**src/rtl/dec_4x16_seq_if.sv**
```systemverilog
// Signal bundle for the registered 4-to-16 decoder: code/strobe inputs from
// the controlling side, one-hot strobe, busy, current code and done back.
interface dec_4x16_seq_if;
   logic s3, s2, s1, s0;
   logic en;
   logic scan_start;
   logic clr;
   logic y0, y1, y2, y3, y4, y5, y6, y7;
   logic y8, y9, y10, y11, y12, y13, y14, y15;
   logic busy;
   logic code3, code2, code1, code0;
   logic done;

   modport master (
      output s3, s2, s1, s0, en, scan_start, clr,
      input  y0, y1, y2, y3, y4, y5, y6, y7,
      input  y8, y9, y10, y11, y12, y13, y14, y15,
      input  busy, code3, code2, code1, code0, done
   );

   modport slave (
      input  s3, s2, s1, s0, en, scan_start, clr,
      output y0, y1, y2, y3, y4, y5, y6, y7,
      output y8, y9, y10, y11, y12, y13, y14, y15,
      output busy, code3, code2, code1, code0, done
   );
endinterface

```
**src/rtl/dec_4x16_seq.sv**
```systemverilog
// Registered 4-to-16 decoder with a programmable hold time and an optional
// 0..15 sweep sequencer for bring-up of the select/enable fabric.
// Build option: define DEC_SCAN_EN to compile in the SCAN state and the
// scan_start path; without it only the IDLE/HOLD behaviour exists.
// All outputs come straight from flops; next values are computed from the
// next state so the strobe appears on the cycle after the load edge.
module dec_4x16_seq #(
   parameter int HOLD = 1
) (
   input logic         clk,
   input logic         rst_n,
   dec_4x16_seq_if.slave bus
);

   // A hold of 0 behaves as 1; the counter is 8 bits so cap at 255.
   localparam int         HOLD_EFF = (HOLD < 1) ? 1 : ((HOLD > 255) ? 255 : HOLD);
   localparam logic [7:0] RELOAD   = 8'(HOLD_EFF - 1);

   typedef enum logic [1:0] {
      ST_IDLE = 2'd0,
      ST_HOLD = 2'd1
`ifdef DEC_SCAN_EN
      ,
      ST_SCAN = 2'd2
`endif
   } state_t;

   state_t      state_reg, state_next;
   logic [3:0]  code_reg, code_next;
   logic [7:0]  cnt_reg, cnt_next;
   logic [15:0] y_reg, y_next;
   logic        busy_reg, busy_next;
   logic        done_reg, done_next;
   logic [3:0]  s_code;

   assign s_code = {bus.s3, bus.s2, bus.s1, bus.s0};

`ifndef DEC_SCAN_EN
   // scan_start has no function in this build.
   logic unused_scan_start;
   assign unused_scan_start = bus.scan_start;
`endif

   // Next-state, code/counter sequencing and registered-output precompute.
   always_comb begin
      state_next = state_reg;
      code_next  = code_reg;
      cnt_next   = cnt_reg;
      done_next  = 1'b0;
      y_next     = '0;
      busy_next  = 1'b0;

      case (state_reg)
         ST_IDLE: begin
`ifdef DEC_SCAN_EN
            if (bus.scan_start) begin
               state_next = ST_SCAN;
               code_next  = 4'd0;
               cnt_next   = RELOAD;
            end else
`endif
            if (bus.en) begin
               state_next = ST_HOLD;
               code_next  = s_code;
               cnt_next   = RELOAD;
            end
         end
         ST_HOLD: begin
            if (bus.clr) begin
               state_next = ST_IDLE;
               cnt_next   = 8'd0;
            end else if (cnt_reg == 8'd0) begin
               state_next = ST_IDLE;
               done_next  = 1'b1;
            end else begin
               cnt_next = cnt_reg - 8'd1;
            end
         end
`ifdef DEC_SCAN_EN
         ST_SCAN: begin
            if (bus.clr) begin
               state_next = ST_IDLE;
               cnt_next   = 8'd0;
            end else if (cnt_reg == 8'd0) begin
               // The sweep ends on code 15; it never wraps back to 0.
               if (code_reg == 4'd15) begin
                  state_next = ST_IDLE;
                  done_next  = 1'b1;
               end else begin
                  code_next = code_reg + 4'd1;
                  cnt_next  = RELOAD;
               end
            end else begin
               cnt_next = cnt_reg - 8'd1;
            end
         end
`endif
         default: begin
            state_next = ST_IDLE;
         end
      endcase

      if (state_next != ST_IDLE) begin
         y_next[code_next] = 1'b1;
         busy_next         = 1'b1;
      end
   end

   // State and output registers with synchronous active-low reset.
   always_ff @(posedge clk) begin
      if (!rst_n) begin
         state_reg <= ST_IDLE;
         code_reg  <= 4'd0;
         cnt_reg   <= 8'd0;
         y_reg     <= '0;
         busy_reg  <= 1'b0;
         done_reg  <= 1'b0;
      end else begin
         state_reg <= state_next;
         code_reg  <= code_next;
         cnt_reg   <= cnt_next;
         y_reg     <= y_next;
         busy_reg  <= busy_next;
         done_reg  <= done_next;
      end
   end

   assign bus.y0    = y_reg[0];
   assign bus.y1    = y_reg[1];
   assign bus.y2    = y_reg[2];
   assign bus.y3    = y_reg[3];
   assign bus.y4    = y_reg[4];
   assign bus.y5    = y_reg[5];
   assign bus.y6    = y_reg[6];
   assign bus.y7    = y_reg[7];
   assign bus.y8    = y_reg[8];
   assign bus.y9    = y_reg[9];
   assign bus.y10   = y_reg[10];
   assign bus.y11   = y_reg[11];
   assign bus.y12   = y_reg[12];
   assign bus.y13   = y_reg[13];
   assign bus.y14   = y_reg[14];
   assign bus.y15   = y_reg[15];
   assign bus.busy  = busy_reg;
   assign bus.done  = done_reg;
   assign bus.code3 = code_reg[3];
   assign bus.code2 = code_reg[2];
   assign bus.code1 = code_reg[1];
   assign bus.code0 = code_reg[0];

endmodule

```
**src/flat_wrapper.sv**
```systemverilog
// flat-port wrapper written by rule: the top's interface ports become plain ports
module dec_4x16_seq_flat 
#(
   parameter int HOLD = 1
)
  (clk, rst_n, bus_s3, bus_s2, bus_s1, bus_s0, bus_en, bus_scan_start, bus_clr, bus_y0, bus_y1, bus_y2, bus_y3, bus_y4, bus_y5, bus_y6, bus_y7, bus_y8, bus_y9, bus_y10, bus_y11, bus_y12, bus_y13, bus_y14, bus_y15, bus_busy, bus_code3, bus_code2, bus_code1, bus_code0, bus_done);
  dec_4x16_seq_if bus_i ();
  input logic clk;
  input logic rst_n;
  input wire logic [$bits(bus_i.s3)-1:0] bus_s3;
  input wire logic [$bits(bus_i.s2)-1:0] bus_s2;
  input wire logic [$bits(bus_i.s1)-1:0] bus_s1;
  input wire logic [$bits(bus_i.s0)-1:0] bus_s0;
  input wire logic [$bits(bus_i.en)-1:0] bus_en;
  input wire logic [$bits(bus_i.scan_start)-1:0] bus_scan_start;
  input wire logic [$bits(bus_i.clr)-1:0] bus_clr;
  output wire logic [$bits(bus_i.y0)-1:0] bus_y0;
  output wire logic [$bits(bus_i.y1)-1:0] bus_y1;
  output wire logic [$bits(bus_i.y2)-1:0] bus_y2;
  output wire logic [$bits(bus_i.y3)-1:0] bus_y3;
  output wire logic [$bits(bus_i.y4)-1:0] bus_y4;
  output wire logic [$bits(bus_i.y5)-1:0] bus_y5;
  output wire logic [$bits(bus_i.y6)-1:0] bus_y6;
  output wire logic [$bits(bus_i.y7)-1:0] bus_y7;
  output wire logic [$bits(bus_i.y8)-1:0] bus_y8;
  output wire logic [$bits(bus_i.y9)-1:0] bus_y9;
  output wire logic [$bits(bus_i.y10)-1:0] bus_y10;
  output wire logic [$bits(bus_i.y11)-1:0] bus_y11;
  output wire logic [$bits(bus_i.y12)-1:0] bus_y12;
  output wire logic [$bits(bus_i.y13)-1:0] bus_y13;
  output wire logic [$bits(bus_i.y14)-1:0] bus_y14;
  output wire logic [$bits(bus_i.y15)-1:0] bus_y15;
  output wire logic [$bits(bus_i.busy)-1:0] bus_busy;
  output wire logic [$bits(bus_i.code3)-1:0] bus_code3;
  output wire logic [$bits(bus_i.code2)-1:0] bus_code2;
  output wire logic [$bits(bus_i.code1)-1:0] bus_code1;
  output wire logic [$bits(bus_i.code0)-1:0] bus_code0;
  output wire logic [$bits(bus_i.done)-1:0] bus_done;
  assign bus_i.s3 = bus_s3;
  assign bus_i.s2 = bus_s2;
  assign bus_i.s1 = bus_s1;
  assign bus_i.s0 = bus_s0;
  assign bus_i.en = bus_en;
  assign bus_i.scan_start = bus_scan_start;
  assign bus_i.clr = bus_clr;
  assign bus_y0 = bus_i.y0;
  assign bus_y1 = bus_i.y1;
  assign bus_y2 = bus_i.y2;
  assign bus_y3 = bus_i.y3;
  assign bus_y4 = bus_i.y4;
  assign bus_y5 = bus_i.y5;
  assign bus_y6 = bus_i.y6;
  assign bus_y7 = bus_i.y7;
  assign bus_y8 = bus_i.y8;
  assign bus_y9 = bus_i.y9;
  assign bus_y10 = bus_i.y10;
  assign bus_y11 = bus_i.y11;
  assign bus_y12 = bus_i.y12;
  assign bus_y13 = bus_i.y13;
  assign bus_y14 = bus_i.y14;
  assign bus_y15 = bus_i.y15;
  assign bus_busy = bus_i.busy;
  assign bus_code3 = bus_i.code3;
  assign bus_code2 = bus_i.code2;
  assign bus_code1 = bus_i.code1;
  assign bus_code0 = bus_i.code0;
  assign bus_done = bus_i.done;
  dec_4x16_seq #(.HOLD(HOLD)) u_core (.clk(clk), .rst_n(rst_n), .bus(bus_i));
endmodule
```
**config.mk**
```make
export PLATFORM = sky130hd
export DESIGN_NAME = dec_4x16_seq_flat
export DESIGN_NICKNAME = d
export VERILOG_FILES = /design/src/rtl/dec_4x16_seq_if.sv /design/src/rtl/dec_4x16_seq.sv /design/src/flat_wrapper.sv
export SDC_FILE = /design/constraint.sdc
export NUM_CORES = 1
export LEC_CHECK = 0
export CORE_MARGIN = 3
export CORE_UTILIZATION = 43
export DETAILED_ROUTE_END_ITERATION = 16
export PLACE_DENSITY = 0.77
export SLEW_MARGIN = 20
export SYNTH_ARGS = -nofsm -noshare
export SYNTH_HDL_FRONTEND = slang
export SYNTH_SLANG_ARGS = --single-unit
export TNS_END_PERCENT = 100
```
**constraint.sdc**
```tcl
create_clock -name clk -period 1.85 [get_ports clk]
set_clock_uncertainty 0.1 [all_clocks]
set_input_delay 0.37 -clock clk [delete_from_list [all_inputs] [get_ports clk]]
set_output_delay 0.37 -clock clk [all_outputs]
set_load 0.1 [all_outputs]
```
==> flow_summary.toml <==
[floorplanning]
rows = 18
die_h_um = 59.8
core-area_sq_um = 2610
die_area_sq_um = 3570
io_pins = 31
initial_utilization_pct = 47.6
die-width_um = 59.8

[pwr]
p_per_area_nw_per_um2 = 748
swShare_pct = 28.7
p_int_uw = 1140
clkPwrFrac_pct = 32.8
p_comb_share_pct = 21.4
seqPwrFrac_pct = 45.8
ir_worst_vdd_mv = 0.909
p_sw_uw = 461
p_leak_uw = 0.000848

[clocking]
cts.clk_slew.worst_paths_ps = 100
cts-buffers-inserted = 5
cts_num_sinks = 32
cts_tree = "built"
htreeDepth = 2
root_buffer = "clkbuf_4"
postCtsHoldBufs = 0
insertion_delay_ps = 340
cts.path.max_buffers = 2

[worst_setup_path]
crit_fanout = 8
startpoint_type = "input pin"
slowest_delay_ps = 490
end_kind = "flip-flop"
crit_family = "buffers and inverters"
required_ps = 1960
critPathSlowestCell = "clkdlybuf4s50_1"
path_cells = "clkdlybuf4s50_1, nor3b_2, buf_6, mux2i_4, nand2b_4, nor3_1"
worst-path-buf-inv = 2
worstPathArrival_ps = 1940
worstSetupPathType = "in -> reg"

[final_layout]
mostFrequentLayoutCell = "dfxtp_1"
layout_common_cells = "dfxtp_1, buf_4, buf_12"
area_delta_synth_final_pct = 72.5
drive_above_1_share_pct = 43.4
finish.instance_area_sq_um = 2150
largest_reg_flops = 16
num-nets-final = 199
antenna_cells = 0
fillers = 141
final_util_pct = 82.1

[sta]
period_minus_slack_ps = 1830
slew_violations = 0
fmax_mhz = 546
fin_crit_sh_pct = 99.0
finalSetupViolCount = 0
setup_ws_ps = 18.1
hold_viol_final = 0
whs_ps = 441

[synth]
ys_warn_count = 0
ys_ff_latch = 32
netlist_area_sq_um = 1240
syn_inst = 132
avgSynthCellArea_sq_um = 9.42
synth.net_count = 143
yosys.cell_types.count = 38
yosysSeqAreaShare_pct = 51.5

[global_route]
grt-ovfl-total = 0
grt_util_all_layers_pct = 21.4
grt_pass1_vias = 1142
grt_pass1_wl_um = 5540
antenna_found_initial = 0
grt_max_degree = 12

[hold_path]
hp-class = "reg -> reg"

[place]
placed_cell_area_sq_um = 1940
io_buffers = 29
place_ws_ps = -394
hpwl_um = 2560
globalplace.congestion = 0.944

[run]
cap_violations = 0

[route]
ant_nets = 0
drt_first_iter_violations = 47
dr_total_vias = 1244
drc = 0
finalWirelength_um = 3600
wl_per_cell_um = 16.4
via_per_inst = 5.68
first_pass_iters = 4

[run_status]
status = "completed"
==> worst min-delay path, delay by kind of cell (launching register included) <==
kind | cells | cell delay [ps]
flip-flops | 1 | 350
AO/OA/AOI/OAI | 2 | 150
==> worst paths after layout <==
| check | startpoint | endpoint | slack, ps | cells past startpoint |
|---|---|---|---|---|
| worst max-delay path | bus_en | u_core.y_reg[1] | 20 | 6 |
| worst min register to register | u_core.cnt_reg[4] | u_core.cnt_reg[4] | 440 | 2 |
| worst min-delay path | u_core.cnt_reg[4] | u_core.cnt_reg[4] | 440 | 2 |
| worst max register to register | u_core.cnt_reg[1] | u_core.cnt_reg[7] | 60 | 6 |
==> cells by family (layout without fill, tap and decap cells) <==
logic type,Yosys count,in the layout,share of synthesized area (%)
other,1,1,0.302
adders and majority gates,2,2,2.01
xor gates and xnor gates,1,1,0.704
muxes,4,4,3.32
DFF,32,32,51.5
and+or+nand+nor,56,56,23.2
buffers and inverters,9,66,3.62
AOI/OAI and AO/OA,27,27,15.3
==> routing by layer <==
metal	share of wire [%]	vias up	GRT usage [%]
li1	-	588	-
met1	40	597	26.5
met2	52	52	35.5
met3	6.3	7	4.97
met4	1.5	0	8.54
met5	0	-	0
==> Yosys cell counts <==
library cell,n,area (sq um)
nand3_1,1,5.00
buf_2,3,15.0
o31a_2,2,20.0
a31oi_1,1,6.26
dfxtp_1,32,641
nand2_1,9,33.8
nor4_1,2,12.5
a31o_1,1,8.76
o21ai_0,5,25.0
or3b_1,1,8.76
a21oi_1,5,25.0
nor2_1,18,67.6
o2111a_1,1,11.3
conb_1,1,3.75
or4b_1,2,20.0
or4_1,2,15.0
or2_2,1,6.26
nor3b_1,3,22.5
nor3_1,10,50.1
xnor2_1,1,8.76
o311ai_0,1,8.76
or3_1,2,12.5
and2_1,1,6.26
or3_2,1,7.51
mux2_2,1,11.3
buf_6,1,11.3
or3b_2,1,8.76
nand2b_1,2,12.5
ha_1,2,25.0
o21a_1,1,7.51
o211ai_1,2,15.0
o22ai_1,1,6.26
o21bai_1,2,15.0
mux2i_1,3,30.0
inv_1,5,18.8
a211oi_1,3,22.5
o32ai_1,1,8.76
o21ba_2,1,10.0
==> through the flow <==
| step | power [uW] | cells | setup TNS [ps] |
|---|---|---|---|
| 6_report | 1610 | 219 | 0 |
| 5_1_grt | 1670 | 219 | -135 |
| 4_1_cts | 1570 | 218 | 0 |
| 3_5_place_dp | 1040 | 210 | -6190 |
| 3_3_place_gp | 1030 | 210 | -4570 |
| 2_1_floorplan | 918 | 132 | 0 |
==> power by group through the flow <==
stage	logic, uW	clock network, uW	registers, uW
final	343	527	736
after CTS	308	534	733
after global routing	365	568	739
after detailed placement	290	0	746
after floorplan	120	0	798
after global placement	281	0	745
==> area by class of cell <==
cell class	instances	area (sq um)	area share (%)
Inverter	5	18.8	0.875
Timing Repair Buffer	53	694	32.4
Clock buffer	5	37.5	1.75
Clock inverter	3	42.5	1.98
Tap cell	30	37.5	1.75
Sequential cell	32	644	30.0
Multi-Input combinational cell	91	671	31.3
==> repair_timing <==
item	CTS	global route
buffers inserted	0	1
setup endpoints to repair	14	20
pin swaps	0	4
gates resized for setup	7	21
(Power assumes the default switching activity.)
